===== config.mk =====
export PLATFORM = sky130hd
export DESIGN_NAME = axis_packet_arbiter
export DESIGN_NICKNAME = d
export VERILOG_FILES = /design/src/rtl/axis_packet_arbiter.sv
export SDC_FILE = /design/constraint.sdc
export NUM_CORES = 1
export LEC_CHECK = 0
export BUFFER_PORTS_ARGS = -buffer_cell sky130_fd_sc_hd__buf_2
export CAP_MARGIN = 20
export CORE_UTILIZATION = 30
export CTS_BUF_LIST = sky130_fd_sc_hd__clkbuf_4 sky130_fd_sc_hd__clkbuf_8
export CTS_CLUSTER_DIAMETER = 40
export DETAILED_ROUTE_END_ITERATION = 7
export SYNTH_ARGS = -nofsm -noshare
export SYNTH_HDL_FRONTEND = slang
export SYNTH_SLANG_ARGS = --single-unit

===== constraint.sdc =====
create_clock -name clk -period 2.03 [get_ports clk]
set_input_delay 0.3045 -clock clk [delete_from_list [all_inputs] [get_ports clk]]
set_output_delay 0.3045 -clock clk [all_outputs]
set_load 0.01 [all_outputs]

===== src/rtl/axis_packet_arbiter.sv =====
// Round-robin, packet-granular AXI-stream arbiter.
// A requester keeps its grant from the first to the last beat of a packet, so packets never
// interleave. One registered output stage carries the beat and the index of its source port.
// When MAX_BEATS is non-zero, a grant ends after that many beats with down_last forced high;
// the rest of the packet then competes again as a new packet.
module axis_packet_arbiter #(
  parameter int unsigned NB_PORTS   = 4,
  parameter int unsigned DATA_WIDTH = 8,
  parameter int unsigned ID_WIDTH   = 2,
  parameter int unsigned MAX_BEATS  = 0
) (
  input  logic                           clk,
  input  logic                           rst,
  input  logic [NB_PORTS-1:0]            up_valid,
  output logic [NB_PORTS-1:0]            up_ready,
  input  logic [NB_PORTS*DATA_WIDTH-1:0] up_data,
  input  logic [NB_PORTS-1:0]            up_last,
  input  logic                           down_ready,
  output logic                           down_valid,
  output logic [DATA_WIDTH-1:0]          down_data,
  output logic                           down_last,
  output logic [ID_WIDTH-1:0]            down_id,
  output logic                           busy
);

  localparam logic [15:0]         MaxBeatsW = 16'(MAX_BEATS);
  localparam logic [ID_WIDTH-1:0] PrevRst   = ID_WIDTH'(NB_PORTS - 1);

  typedef enum logic [0:0] {StIdle, StBusy} state_e;

  state_e                  state_q, state_d;
  logic [ID_WIDTH-1:0]     grant_q, grant_d;
  logic [ID_WIDTH-1:0]     prev_q, prev_d;
  logic [15:0]             cnt_q, cnt_d;
  logic                    down_valid_q, down_valid_d;
  logic [DATA_WIDTH-1:0]   down_data_q, down_data_d;
  logic                    down_last_q, down_last_d;
  logic [ID_WIDTH-1:0]     down_id_q, down_id_d;

  logic                    adv;
  logic                    gnt_valid;
  logic                    gnt_last;
  logic [DATA_WIDTH-1:0]   gnt_data;
  logic                    accept;
  logic                    limit_hit;
  logic                    pkt_end;
  logic [ID_WIDTH-1:0]     winner;

  // Output stage can take a new beat when empty or draining this cycle.
  assign adv       = down_ready | ~down_valid_q;
  assign accept    = (state_q == StBusy) & gnt_valid & adv;
  assign limit_hit = accept & (MAX_BEATS != 0) & ((cnt_q + 16'd1) == MaxBeatsW);
  assign pkt_end   = gnt_last | limit_hit;

  // Mux the granted port's valid/last/data.
  always_comb begin
    gnt_valid = 1'b0;
    gnt_last  = 1'b0;
    gnt_data  = '0;
    for (int i = 0; i < NB_PORTS; i++) begin
      if (grant_q == ID_WIDTH'(i)) begin
        gnt_valid = up_valid[i];
        gnt_last  = up_last[i];
        gnt_data  = up_data[i*DATA_WIDTH +: DATA_WIDTH];
      end
    end
  end

  // Round-robin pick: first requester at or after prev+1, wrapping.
  always_comb begin
    logic                found;
    logic [ID_WIDTH-1:0] idx;
    winner = prev_q;
    found  = 1'b0;
    for (int k = 1; k <= NB_PORTS; k++) begin
      idx = ID_WIDTH'((int'(prev_q) + k) % int'(NB_PORTS));
      if (!found && up_valid[idx]) begin
        winner = idx;
        found  = 1'b1;
      end
    end
  end

  // State register plus grant bookkeeping and output stage.
  always_ff @(posedge clk) begin
    if (rst) begin
      state_q      <= StIdle;
      grant_q      <= '0;
      prev_q       <= PrevRst;
      cnt_q        <= '0;
      down_valid_q <= 1'b0;
      down_data_q  <= '0;
      down_last_q  <= 1'b0;
      down_id_q    <= '0;
    end else begin
      state_q      <= state_d;
      grant_q      <= grant_d;
      prev_q       <= prev_d;
      cnt_q        <= cnt_d;
      down_valid_q <= down_valid_d;
      down_data_q  <= down_data_d;
      down_last_q  <= down_last_d;
      down_id_q    <= down_id_d;
    end
  end

  // Next state: grant on any request in idle, release on the packet's (or segment's) end.
  always_comb begin
    state_d = state_q;
    grant_d = grant_q;
    prev_d  = prev_q;
    cnt_d   = cnt_q;
    unique case (state_q)
      StIdle: begin
        if (|up_valid) begin
          state_d = StBusy;
          grant_d = winner;
          prev_d  = winner;
          cnt_d   = '0;
        end
      end
      StBusy: begin
        // A granted port going quiet mid-packet keeps the grant.
        if (accept) begin
          cnt_d = cnt_q + 16'd1;
          if (pkt_end) begin
            state_d = StIdle;
          end
        end
      end
      default: state_d = StIdle;
    endcase
  end

  // Outputs: ready only to the granted port, output stage loads or holds on adv.
  always_comb begin
    up_ready     = '0;
    down_valid_d = down_valid_q;
    down_data_d  = down_data_q;
    down_last_d  = down_last_q;
    down_id_d    = down_id_q;
    for (int i = 0; i < NB_PORTS; i++) begin
      if ((state_q == StBusy) && (grant_q == ID_WIDTH'(i))) begin
        up_ready[i] = adv;
      end
    end
    if (adv) begin
      down_valid_d = accept;
      if (accept) begin
        down_data_d = gnt_data;
        down_last_d = pkt_end;
        down_id_d   = grant_q;
      end
    end
  end

  assign down_valid = down_valid_q;
  assign down_data  = down_data_q;
  assign down_last  = down_last_q;
  assign down_id    = down_id_q;
  assign busy       = (state_q == StBusy);

endmodule


==> impl_metrics.yaml <==
layout:
  nFillCells: 324
  diodes: 0
  area.sequential_um2: 340
  syn2layout_area_growth_pct: 33.7
  multiInputGateArea_um2: 629
  finalNetCount: 201
  drive_above_1_share: 0.484
  fin_area_mm2: 0.00137
  post_layout_nonfiller_instances: 201
  final_util: 0.436
sta:
  setup_viol: 0
  relSlewSlack: 0.709
  drv_slew: 0
  period_minus_slack_ns: 1.80
  fin_tns_setup_ns: 0
  rsz0062_at_grt: "no"
  skew_ns: 0.00101
  finalCritPeriodShare: 0.884
  worst_pin_slew_ns: 0.437
  hold_violations: 0
  fmax_mhz: 557
synthesis:
  synth.cell_area_mm2: 0.00103
  yosys-top-cells-count: "dfxtp_1 (17), nor2_1 (17), mux2i_1 (11)"
  syn-num-nets: 142
  yosysWarningCount: 0
  synth-seq-cells: 17
  synth_edf_count: 0
  synth-async-reset-ratio: 0
  syn-mean-instance-area_um2: 10.4
  synth_seq_area_share: 0.331
  ys_top_cells_by_area: "dfxtp_1 (33%), mux4_2 (20%), mux2i_1 (11%)"
  synth_ff_type: "dfxtp_1"
  synth.top_cell.area_share: 0.331
  synth_cell_types: 25
  yosys.area.top_type: "dfxtp_1"
  synth_cells: 99
route:
  drtIter0Drc: 26
  wire_per_inst_um: 12.6
  postRouteAntennaNets: 0
  totalWireLength_mm: 2.54
  vias: 986
  firstDrtPassIters: 4
  viasPerCell: 4.91
  route.detailed.drc: 0
floorplan:
  rows: 20
  die_h_um: 60.5
  dieArea_mm2: 0.00366
  initial_core_util: 0.326
  die_x_um: 60.5
  num_io_pins: 60
  core_mm2: 0.00315
place:
  dpl.hpwl_mm: 1.98
  place_area_mm2: 0.00135
  gp_congestion: 0.807
  io_buffers: 59
  dp_cells: 197
clocking:
  cts.clk_slew.worst_paths_ns: 0.10
  clockBufferDepth: 2
  tritoncts: "built"
  postCtsHoldBufs: 0
  cts_setup_buffers: 0
  htreeDepth: 1
  clkLatencyLatePin_ns: 0.29
  cts.sinks: 17
  ctsResizeCount: 0
  cts_buffers: 3
  clock-root-buffer: "clkbuf_4"
global_route:
  grt_max_degree: 19
  grt_pass1_wl_mm: 3.73
  grt_pass1_vias: 923
  overflow: 0
  antenna_found_initial: 0
  grt_use_total: 0.137
power:
  power_mw: 0.894
  p_seq_frac: 0.448
  p_sw_mw: 0.282
  p_int_mw: 0.612
  power.leakage_nw: 0.687
  power_frac_comb: 0.348
  p_per_area_mw_per_mm2: 651
  netSwitchingFraction: 0.316
  irDropWorstVdd_mv: 0.374
  power_frac_clock: 0.204
worst_hold_path:
  hold_depth: 2
  hp-class: "in -> reg"
  whs_endpoint: "down_data[5]"
  min_from: "rst"
setup_path:
  endpoint_kind: "primary output"
  crit_type: "reg -> out"
  reg2regPathDepth: 4
  worstPathMaxFanout: 10
  worstSetupStartpointType: "register"
  r2r_start: "grant_q[0]"
  crit_arrival_ns: 1.49
  cp_data_required_time_ns: 1.73
  regToRegEndpoint: "down_data[7]"
  r2r_slack_ns: 0.40
outcome:
  outcome: "finished clean"
run:
  max-cap-violations: 0
[power groups by stage]
stage                     logic, mW  registers (mW)  clock network [mW]
after floorplan               0.218           0.408                   0
after global placement        0.305           0.408                   0
after detailed placement      0.312           0.410                   0
after CTS                     0.315           0.402               0.191
after global routing          0.341           0.407               0.208
final                         0.311           0.401               0.183
[layout by cell type, fill, tap and decap left out, drive strengths merged, types with 2 or more instances in the layout]
master / count
nand3: 4
inv: 3
dfxtp: 17
clkbuf: 3
o211ai: 2
nor2b: 5
nand2: 4
mux2i: 11
a21oi: 5
nor3: 3
nor2: 17
mux4: 11
nand2b: 3
buf: 61
[worst max-delay path by stage]
stage | cells past startpoint | endpoint | startpoint | slack, ns
after floorplan | 5 | down_data[0] | grant_q[1] | 0.50
after global placement | 5 | down_id[0] | up_valid[3] | 0.40
after detailed placement | 5 | down_data[3] | up_valid[3] | 0.33
after CTS | 4 | up_ready[1] | grant_q[0] | 0.21
after global routing | 4 | up_ready[1] | grant_q[0] | 0.10
final | 4 | up_ready[1] | grant_q[0] | 0.23
[layout make-up]
class / instances / area share
multi-input cells: 72 / 0.458
flip-flops and latches: 17 / 0.248
repair buffers: 61 / 0.226
well taps: 44 / 0.0401
clock buffers: 3 / 0.0164
inverters: 3 / 0.00820
clock inverters: 1 / 0.00364
[per-layer routing]
layer	track usage	wire (um)
met5	0	0
met2	0.272	1260
met1	0.145	1070
met4	0.0195	0
met3	0.0405	214
[registers in the layout, summed over array words and instances (netlist names)]
| name | cells |
|---|---|
| down_valid | 1 |
| down_data | 8 |
| prev_q | 2 |
| busy | 1 |
| down_last | 1 |
| down_id | 2 |
| grant_q | 2 |
[worst max-delay path: stages, from the launching register on]
cell     delay, ns
dfxtp_1       0.50
buf_4         0.28
inv_1         0.07
nor3_1        0.18
buf_2         0.16
[stage by stage]
step,hold WS (ns),worst slack (ns)
after floorplan,0.481,0.505
after global placement,0.444,0.402
after detailed placement,0.470,0.327
after CTS,0.369,0.208
after global routing,0.384,0.101
final,0.375,0.234
[cells by family after synthesis]
logic type      synth area share
compound gates            0.0694
buf+inv                   0.0560
flops                      0.331
simple gates               0.188
mux                        0.356
Note: power is estimated with default switching activity, not from simulation.
